===== config.mk =====
export PLATFORM = sky130hd
export DESIGN_NAME = serial_subtractor
export DESIGN_NICKNAME = d
export VERILOG_FILES = /design/src/rtl/serial_subtractor_pkg.sv /design/src/rtl/serial_subtractor_cell.sv /design/src/rtl/serial_subtractor.sv
export SDC_FILE = /design/constraint.sdc
export NUM_CORES = 1
export LEC_CHECK = 0
export BUFFER_PORTS_ARGS = -buffer_cell sky130_fd_sc_hd__buf_4
export CORE_MARGIN = 1.5
export CORE_UTILIZATION = 45
export DETAILED_ROUTE_END_ITERATION = 7
export PLACE_DENSITY = 0.66
export SLEW_MARGIN = 20
export SYNTH_ARGS = -nofsm -noshare
export SYNTH_HDL_FRONTEND = slang
export SYNTH_SLANG_ARGS = --single-unit
export TNS_END_PERCENT = 20

===== constraint.sdc =====
create_clock -name clk_in -period 2.18 [get_ports clk_in]
set_clock_uncertainty 0.05 [all_clocks]
set_input_delay 0.109 -clock clk_in [delete_from_list [all_inputs] [get_ports clk_in]]
set_output_delay 0.109 -clock clk_in [all_outputs]
set_load 0.02 [all_outputs]

===== src/rtl/serial_subtractor_pkg.sv =====
// Shared types and sizing helpers for the bit-serial subtractor.
package serial_subtractor_pkg;

   typedef enum logic [1:0] {
      IDLE,
      RUN,
      DONE
   } state_e;

   localparam int unsigned WIDTH_DEFAULT = 8;
   localparam int unsigned CNT_W         = $clog2(WIDTH_DEFAULT);

   // Bit-counter width for a given operand width; never narrower than one bit.
   function automatic int unsigned cnt_width(input int unsigned w);
      return (w < 2) ? 1 : $clog2(w);
   endfunction

endpackage


===== src/rtl/serial_subtractor_cell.sv =====
// Single-bit full subtractor: diff = a ^ b ^ bor, borrow out when a < b + bor.
module full_subtractor (
   input  logic a_in,
   input  logic b_in,
   input  logic bor_in,
   output logic diff_out,
   output logic bor_out
);

   logic a_xor_b;

   always_comb begin
      a_xor_b  = a_in ^ b_in;
      diff_out = a_xor_b ^ bor_in;
      bor_out  = (~a_in & b_in) | (~a_xor_b & bor_in);
   end

endmodule


===== src/rtl/serial_subtractor.sv =====
// Bit-serial WIDTH-bit subtractor (a - b, LSB first) with start/busy/done handshake.
// Define SERIAL_SUBTRACTOR_SIGNED_EN to enable the two's-complement overflow flag.
module serial_subtractor
   import serial_subtractor_pkg::*;
#(
   parameter int unsigned WIDTH = 8
) (
   input  logic             clk_in,
   input  logic             rst_in,
   input  logic             start_in,
   input  logic [WIDTH-1:0] a_in,
   input  logic [WIDTH-1:0] b_in,
   output logic             busy_out,
   output logic             done_out,
   output logic [WIDTH-1:0] diff_out,
   output logic             borrow_out,
   output logic             overflow_out
);

   localparam int unsigned CntW = cnt_width(WIDTH);
   localparam logic [CntW-1:0] CntLast = CntW'(WIDTH - 1);

   state_e           state_q;
   logic [WIDTH-1:0] a_q;
   logic [WIDTH-1:0] b_q;
   logic [WIDTH-1:0] res_q;
   logic [CntW-1:0]  cnt_q;
   logic             bor_q;
   logic             busy_q;
   logic             done_q;
   logic [WIDTH-1:0] diff_q;
   logic             borrow_q;

   logic             bit_d;
   logic             bor_d;

   full_subtractor u_cell (
      .a_in     (a_q[0]),
      .b_in     (b_q[0]),
      .bor_in   (bor_q),
      .diff_out (bit_d),
      .bor_out  (bor_d)
   );

`ifdef SERIAL_SUBTRACTOR_SIGNED_EN
   logic a_sign_q;
   logic b_sign_q;
   logic ovf_q;
`endif

   // Published results only move at the DONE->IDLE edge, together with done_out.
   always_ff @(posedge clk_in or posedge rst_in) begin
      if (rst_in) begin
         state_q  <= IDLE;
         a_q      <= '0;
         b_q      <= '0;
         res_q    <= '0;
         cnt_q    <= '0;
         bor_q    <= 1'b0;
         busy_q   <= 1'b0;
         done_q   <= 1'b0;
         diff_q   <= '0;
         borrow_q <= 1'b0;
`ifdef SERIAL_SUBTRACTOR_SIGNED_EN
         a_sign_q <= 1'b0;
         b_sign_q <= 1'b0;
         ovf_q    <= 1'b0;
`endif
      end else begin
         done_q <= 1'b0;
         unique case (state_q)
            IDLE: begin
               if (start_in) begin
                  a_q     <= a_in;
                  b_q     <= b_in;
                  res_q   <= '0;
                  cnt_q   <= '0;
                  bor_q   <= 1'b0;
                  busy_q  <= 1'b1;
                  state_q <= RUN;
`ifdef SERIAL_SUBTRACTOR_SIGNED_EN
                  a_sign_q <= a_in[WIDTH-1];
                  b_sign_q <= b_in[WIDTH-1];
`endif
               end
            end
            RUN: begin
               a_q   <= {1'b0, a_q[WIDTH-1:1]};
               b_q   <= {1'b0, b_q[WIDTH-1:1]};
               res_q <= {bit_d, res_q[WIDTH-1:1]};
               bor_q <= bor_d;
               cnt_q <= cnt_q + CntW'(1);
               if (cnt_q == CntLast) begin
                  busy_q  <= 1'b0;
                  state_q <= DONE;
               end
            end
            DONE: begin
               done_q   <= 1'b1;
               diff_q   <= res_q;
               borrow_q <= bor_q;
`ifdef SERIAL_SUBTRACTOR_SIGNED_EN
               ovf_q    <= (a_sign_q != b_sign_q) && (res_q[WIDTH-1] != a_sign_q);
`endif
               state_q  <= IDLE;
            end
            default: state_q <= IDLE;
         endcase
      end
   end

   always_comb begin
      busy_out   = busy_q;
      done_out   = done_q;
      diff_out   = diff_q;
      borrow_out = borrow_q;
`ifdef SERIAL_SUBTRACTOR_SIGNED_EN
      overflow_out = ovf_q;
`else
      overflow_out = 1'b0;
`endif
   end

endmodule


; Word level (Yosys, flattened, before mapping)
; Cells that the tools add are included.
[totals]
latchBits = 0
mem_bits_ro = 0
output_inout_bits = 12
ramBits = 0
memories = 0
regBits = 41
[op_classes]
n_mux = 17
magnitude_cmp = 0
eq_ne = 5
n_reduce_logical = 5
add_sub_neg = 1
n_shift = 0
mul = 0
bitwise = 7
div = 0
[ops]
columns = operator, count
row1 = one-hot mux 8 bit (2 select lines), 3
row2 = two-way mux 8 bit, 3
row3 = one-hot mux 3 bit (2 select lines), 1
row4 = two-way mux 1 bit, 4
row5 = two-way mux 2 bit, 2
row6 = "!= test 2 bit, second input constant", 2
row7 = one-hot mux 1 bit (2 select lines), 2
row8 = one-hot mux 2 bit (2 select lines), 1
row9 = AND reduction 2 bit, 2
row10 = "adder 3 x 1 -> 3 bit, second input constant", 1
row11 = "equality test 3 bit, second input constant", 1
row12 = two-way mux 3 bit, 1
row13 = AND reduction 3 bit, 1
row14 = bitwise AND 1 bit, 2
row15 = "equality test 2 x 1 -> 1 bit, second input constant", 1
row16 = "equality test 2 bit, second input constant", 1
row17 = logical NOT 2 bit, 1
row18 = NOT 1 bit, 2
row19 = nonzero test 2 bit, 1
row20 = XOR 1 bit, 2
row21 = OR 1 bit, 1

; Depth between registers and ports, before layout
[depth]
ltp_word = 5
mapped_depth = 5
mapped_depth_nobuf = 5

; By module
; From an unflattened synthesis, not the netlist that was laid out.
[unflattened]
hier_cells = 150
hier_area_um2 = 1859.3
[modules_own_cells]
columns = module, area_per_inst_um2, n_inst, cells_each
row1 = serial_subtractor, 1828.0, 1, 146
row2 = full_subtractor, 31.3, 1, 4

; Worst setup path before layout
; No wires, ideal clock.
[synth_timing]
kind = reg2reg
start = reg state_q[0]
end = reg borrow_q (netlist: borrow_out)
path_stages_with_launch = 5
path_buffers = 2
slack_ns = 0.957
required_ns = 2.005
arrival_ns = 1.048
cell_sequence = dfrtp_1 -> buf_6 -> nand2b_4 -> buf_6 -> mux2_4
[synth_via]
elab_chain_cells = 1
[synth_rtl]
columns = item, line_no
row1 = start: declaration, serial_subtractor.sv:23  ; state_e state_q;
row2 = start signal: assignment, serial_subtractor.sv:54  ; state_q <= IDLE;
row3 = start signal: assignment, serial_subtractor.sv:80  ; state_q <= RUN;
row4 = start signal: assignment, serial_subtractor.sv:95  ; state_q <= DONE;
row5 = equality test 2 bit, serial_subtractor.sv:71  ; unique case (state_q)
row6 = end signal: assignment, serial_subtractor.sv:101  ; borrow_q <= bor_q;
row7 = end: declaration, serial_subtractor.sv:32  ; logic borrow_q;
; Every way passes these cells.
; A chain may end at the register's enable or synchronous reset.

; Worst setup path after layout
[layout_timing]
start = reg state_q[0]
end = reg a_q[5]
[layout_via]
elab_chain_cells = 3
[layout_rtl]
columns = item, line_no
row1 = equality test 2 x 1 -> 1 bit or logical NOT 2 bit (tied branches), serial_subtractor.sv:71
row2 = nonzero test 2 bit (no line) or != test 2 bit (tied branches), --
row3 = AND reduction 2 bit (no line), --
row4 = end signal: assignment, serial_subtractor.sv:74  ; a_q <= a_in;
row5 = end signal: assignment, serial_subtractor.sv:88  ; a_q <= {1'b0, a_q[WIDTH-1:1]};
row6 = end: declaration, serial_subtractor.sv:24  ; logic [WIDTH-1:0] a_q;
; Several ways; a longest one is shown, not always the timed one.

==> summary.md <==
| Metric | Value |
|---|---|
| Critical path arrival | `between 1.5 and 2 ns` |
| Dpl hpwl | `2.18 mm` |
| CTS H-tree lvls | `2` |
| Critical Path RT | `2.36 ns` |
| # IOs | `31` |
| Final TNS setup | `0 ns` |
| Worst Hold Class | `primary input to register` |
| Final core utilization | `a little over half` |
| First-pass GRT wire length | `approximately 5.7 mm` |
| Crit-path cells | `nor2_4, nor2_2, o221a_2` |
| Yosys warning count | `0` |
| Finished Layout Cells | `~220` |
| Crit-path leading delay family | `flip-flops` |
| Clock Latency Late Sink | `0.29 ns` |
| Post-route minimum period | `between 1.5 and 2 ns` |
| Post-synthesis sequential area ratio | `around 55%` |
| Synth Area in XOR/XNOR | `0%` |
| Mux cell area share after synthesis | `between 7 and 8%` |
| Max cap viols | `0` |
| Clock buffer depth | `2` |
| R2R setup slack | `0.46 ns` |
| Max Slew Vio Count | `0` |
| Unique masters post-synth | `27` |
| Clock root cell | `clkbuf_8` |
| Synth top area share | `between 50% and 60%` |
| Number of global-route vias before repair | `between 1000 and 1500` |
| Area Overhead vs Synth | `16.9%` |
| Tcrit/Tclk final | `between 70% and 80%` |
| Initial DRC Count | `66` |
| FF-to-FF End | `a_q[5]` |
| Asr flop ratio synth | `between 90% and 100%` |
| Post-Place Cells | `between 200 and 250` |
| EDFF count, synth | `0` |
| PortBufs | `29` |
| Clock buffer count from CTS | `5` |
| Die ar. | `about 4500 µm²` |
| Routed via count | `between 1000 and 1500` |
| GRT Resource Usage Total | `between 10% and 20%` |
| Register area | `about 1000 µm²` |
| Multi-input logic area | `a little under 700 µm²` |
| DR pass1 iterations | `4` |
| Worst-path clk slew | `approximately 0.08 ns` |
| Worst stage delay on the critical path | `roughly 0.80 ns` |
| Hold WS | `0.0299 ns` |
| #FFs+latches synth | `41` |
| RR Startpoint | `state_q[0]` |
| Outcome | `completed` |
| Vias/cell | `5.36` |
| Buffers plus inverters on the worst setup path | `0` |
| Total gr overflow | `0` |
| Die width | `67.3 µm` |
| Final #Nets | `195` |
| Most numerous cell in the Yosys netlist | `dfrtp_1` |
| R2R depth | `3` |
| Worst vdd ir | `~0.64 mV` |
| Diode count | `0` |
| Syn Inst Count | `between 100 and 150` |
| Antenna Nets Post-Route | `0` |
| WL final | `between 3 and 4 mm` |
| Row count | `23` |
| Hold violation total from the final report | `0` |
| Post-synth top flop | `dfrtp_1` |
| Main combinational cell family by area after synthesis | `compound AO/OA/AOI/OAI gates` |
| Pin count of the biggest net entering global routing | `42` |
| Die Span Y | `67.3 µm` |
| CP max FO | `19` |
| Gp weighted congestion | `0.769` |
| Fraction of layout cells with a size suffix above 1 | `about a third` |
| WL/cell | `between 10 and 15 µm` |
| Post-Synth Adder-Cell Area | `under 10%` |
| Rel. slew slack | `between 50% and 60%` |
| Compound-Gate Fraction of Synth Area | `18.3%` |
| RSZ-0062 raised after global routing | `false` |
| Hold Path End | `a_q[7]` |
| Setup Buffers After CTS | `0` |
| DRC Markers | `0` |
| CTS tree | `yes` |
| Slew @ Worst Pin | `between 0.6 and 0.7 ns` |
| Top post-synthesis cells by area | `dfrtp_1 55%, mux2_4 7.3%, a22o_1 4.7%` |
| Crit path kind | `register to register` |
| Power density over the cells | `~1400 nW/µm²` |
| Filler cells | `351` |
| Syn Nets | `~170` |
| Critical path's slowest cell | `dfrtp_1` |
| Power Total | `~3.0 mW` |
| Initial Util | `approximately 47%` |
| Simple-Gate Fraction of Synth Area | `roughly 8.7%` |
| Crit. End Element | `register` |
| Cell taking the most area after synthesis | `dfrtp_1` |
| Min-delay src | `a_in[7]` |
| Synth cell count leaders | `41 x dfrtp_1, 11 x inv_1, 10 x a22o_1, 10 x nor2_1, 9 x mux2_4` |
| Core outline area | `4000 µm²` |
| Crit path launch type | `register` |
| Setup violations, final | `0` |
| Hold path cells | `3` |
| Fmax | `583 MHz` |
| Antenna violations before repair | `0` |
| Syn_area_per_cell | `12.7 µm²` |
| Mapped Area | `1860 µm²` |
| Lkg Pwr | `roughly 1.1 nW` |
| Number of clock sinks | `between 40 and 50` |
==> per-layer routing <==
metal  GRT usage [%]  part of all wire [%]
met1            19.7                    46
met5               0                     0
met2            28.7                    47
met3            5.67                   5.1
met4            4.85                   1.2
==> cells by family (layout without fill, tap and decap cells) <==
| family | Yosys count | count (layout) |
|---|---|---|
| AOI/OAI and AO/OA | 41 | 41 |
| adders and majority gates | 3 | 3 |
| buffers and inverters | 24 | 51 |
| DFF | 41 | 41 |
| muxes | 9 | 9 |
| other | 1 | 1 |
| and+or+nand+nor | 28 | 28 |
==> worst max path at each step <==
stage,depth (start not counted),endpoint,startpoint
final,3,a_q[5],state_q[0]
after global placement,3,b_q[5],state_q[1]
after floorplan,4,borrow_out,state_q[0]
after detailed placement,3,a_q[6],state_q[0]
after CTS,3,a_q[5],state_q[0]
after global routing,3,a_q[5],state_q[0]
==> placed cells by master (no fill, tap or decap), types with 2 or more instances in the layout <==
cell and count:
dfrtp_1 41, buf_4 31, inv_1 11, a22o_1 10
nor2_1 10, mux2_4 9, o21ai_0 8, a32oi_1 7
o21a_1 7, nand3b_1 6, o221a_2 6, clkbuf_8 5
nand2_1 4, nor2b_1 2, nor2_2 2, ha_1 2
==> registers in the layout, indices dropped and copies added, names as in the netlist <==
name        flops
state_q         2
borrow_out      1
cnt_q           3
diff_out        8
done_out        1
a_q             8
busy_out        1
b_q             8
res_q           8
bor_q           1
==> power breakdown <==
| part | internal, mW | leakage, nW | switching, mW | total, mW |
|---|---|---|---|---|
| combinational | 0.578 | 0.496 | 0.474 | 1.05 |
| clock | 0.343 | 0.0543 | 0.265 | 0.608 |
| sequential | 1.09 | 0.514 | 0.257 | 1.34 |
==> area by class of cell <==
type	instances	share of cell area (%)
clock buffer	5	3.16
clock inverter	3	2.13
inverter	11	1.90
multi-input combinational	82	31.6
sequential	41	47.2
tap	50	2.88
timing repair buffer	32	11.2
==> stage by stage <==
| step | cell area, µm² | worst slack [ns] |
|---|---|---|
| after global routing | 2180 | 0.336 |
| after CTS | 2180 | 0.471 |
| after global placement | 2050 | 0.566 |
| final | 2180 | 0.464 |
| after floorplan | 1860 | 0.957 |
| after detailed placement | 2050 | 0.494 |
==> worst register-to-register path: cells and delay by family, from the launching register on <==
family / cells / cell delay [ns]
DFF: 1 / 0.80
AOI/OAI and AO/OA: 1 / 0.28
and+or+nand+nor: 2 / 0.53
==> repair_timing <==
item,CTS,global route
hold buffers,1,0
gates resized for setup,0,0
hold endpoints to repair,41,0
endpoints found under the setup margin,0,0
Note: power is estimated with default switching activity, not from simulation.
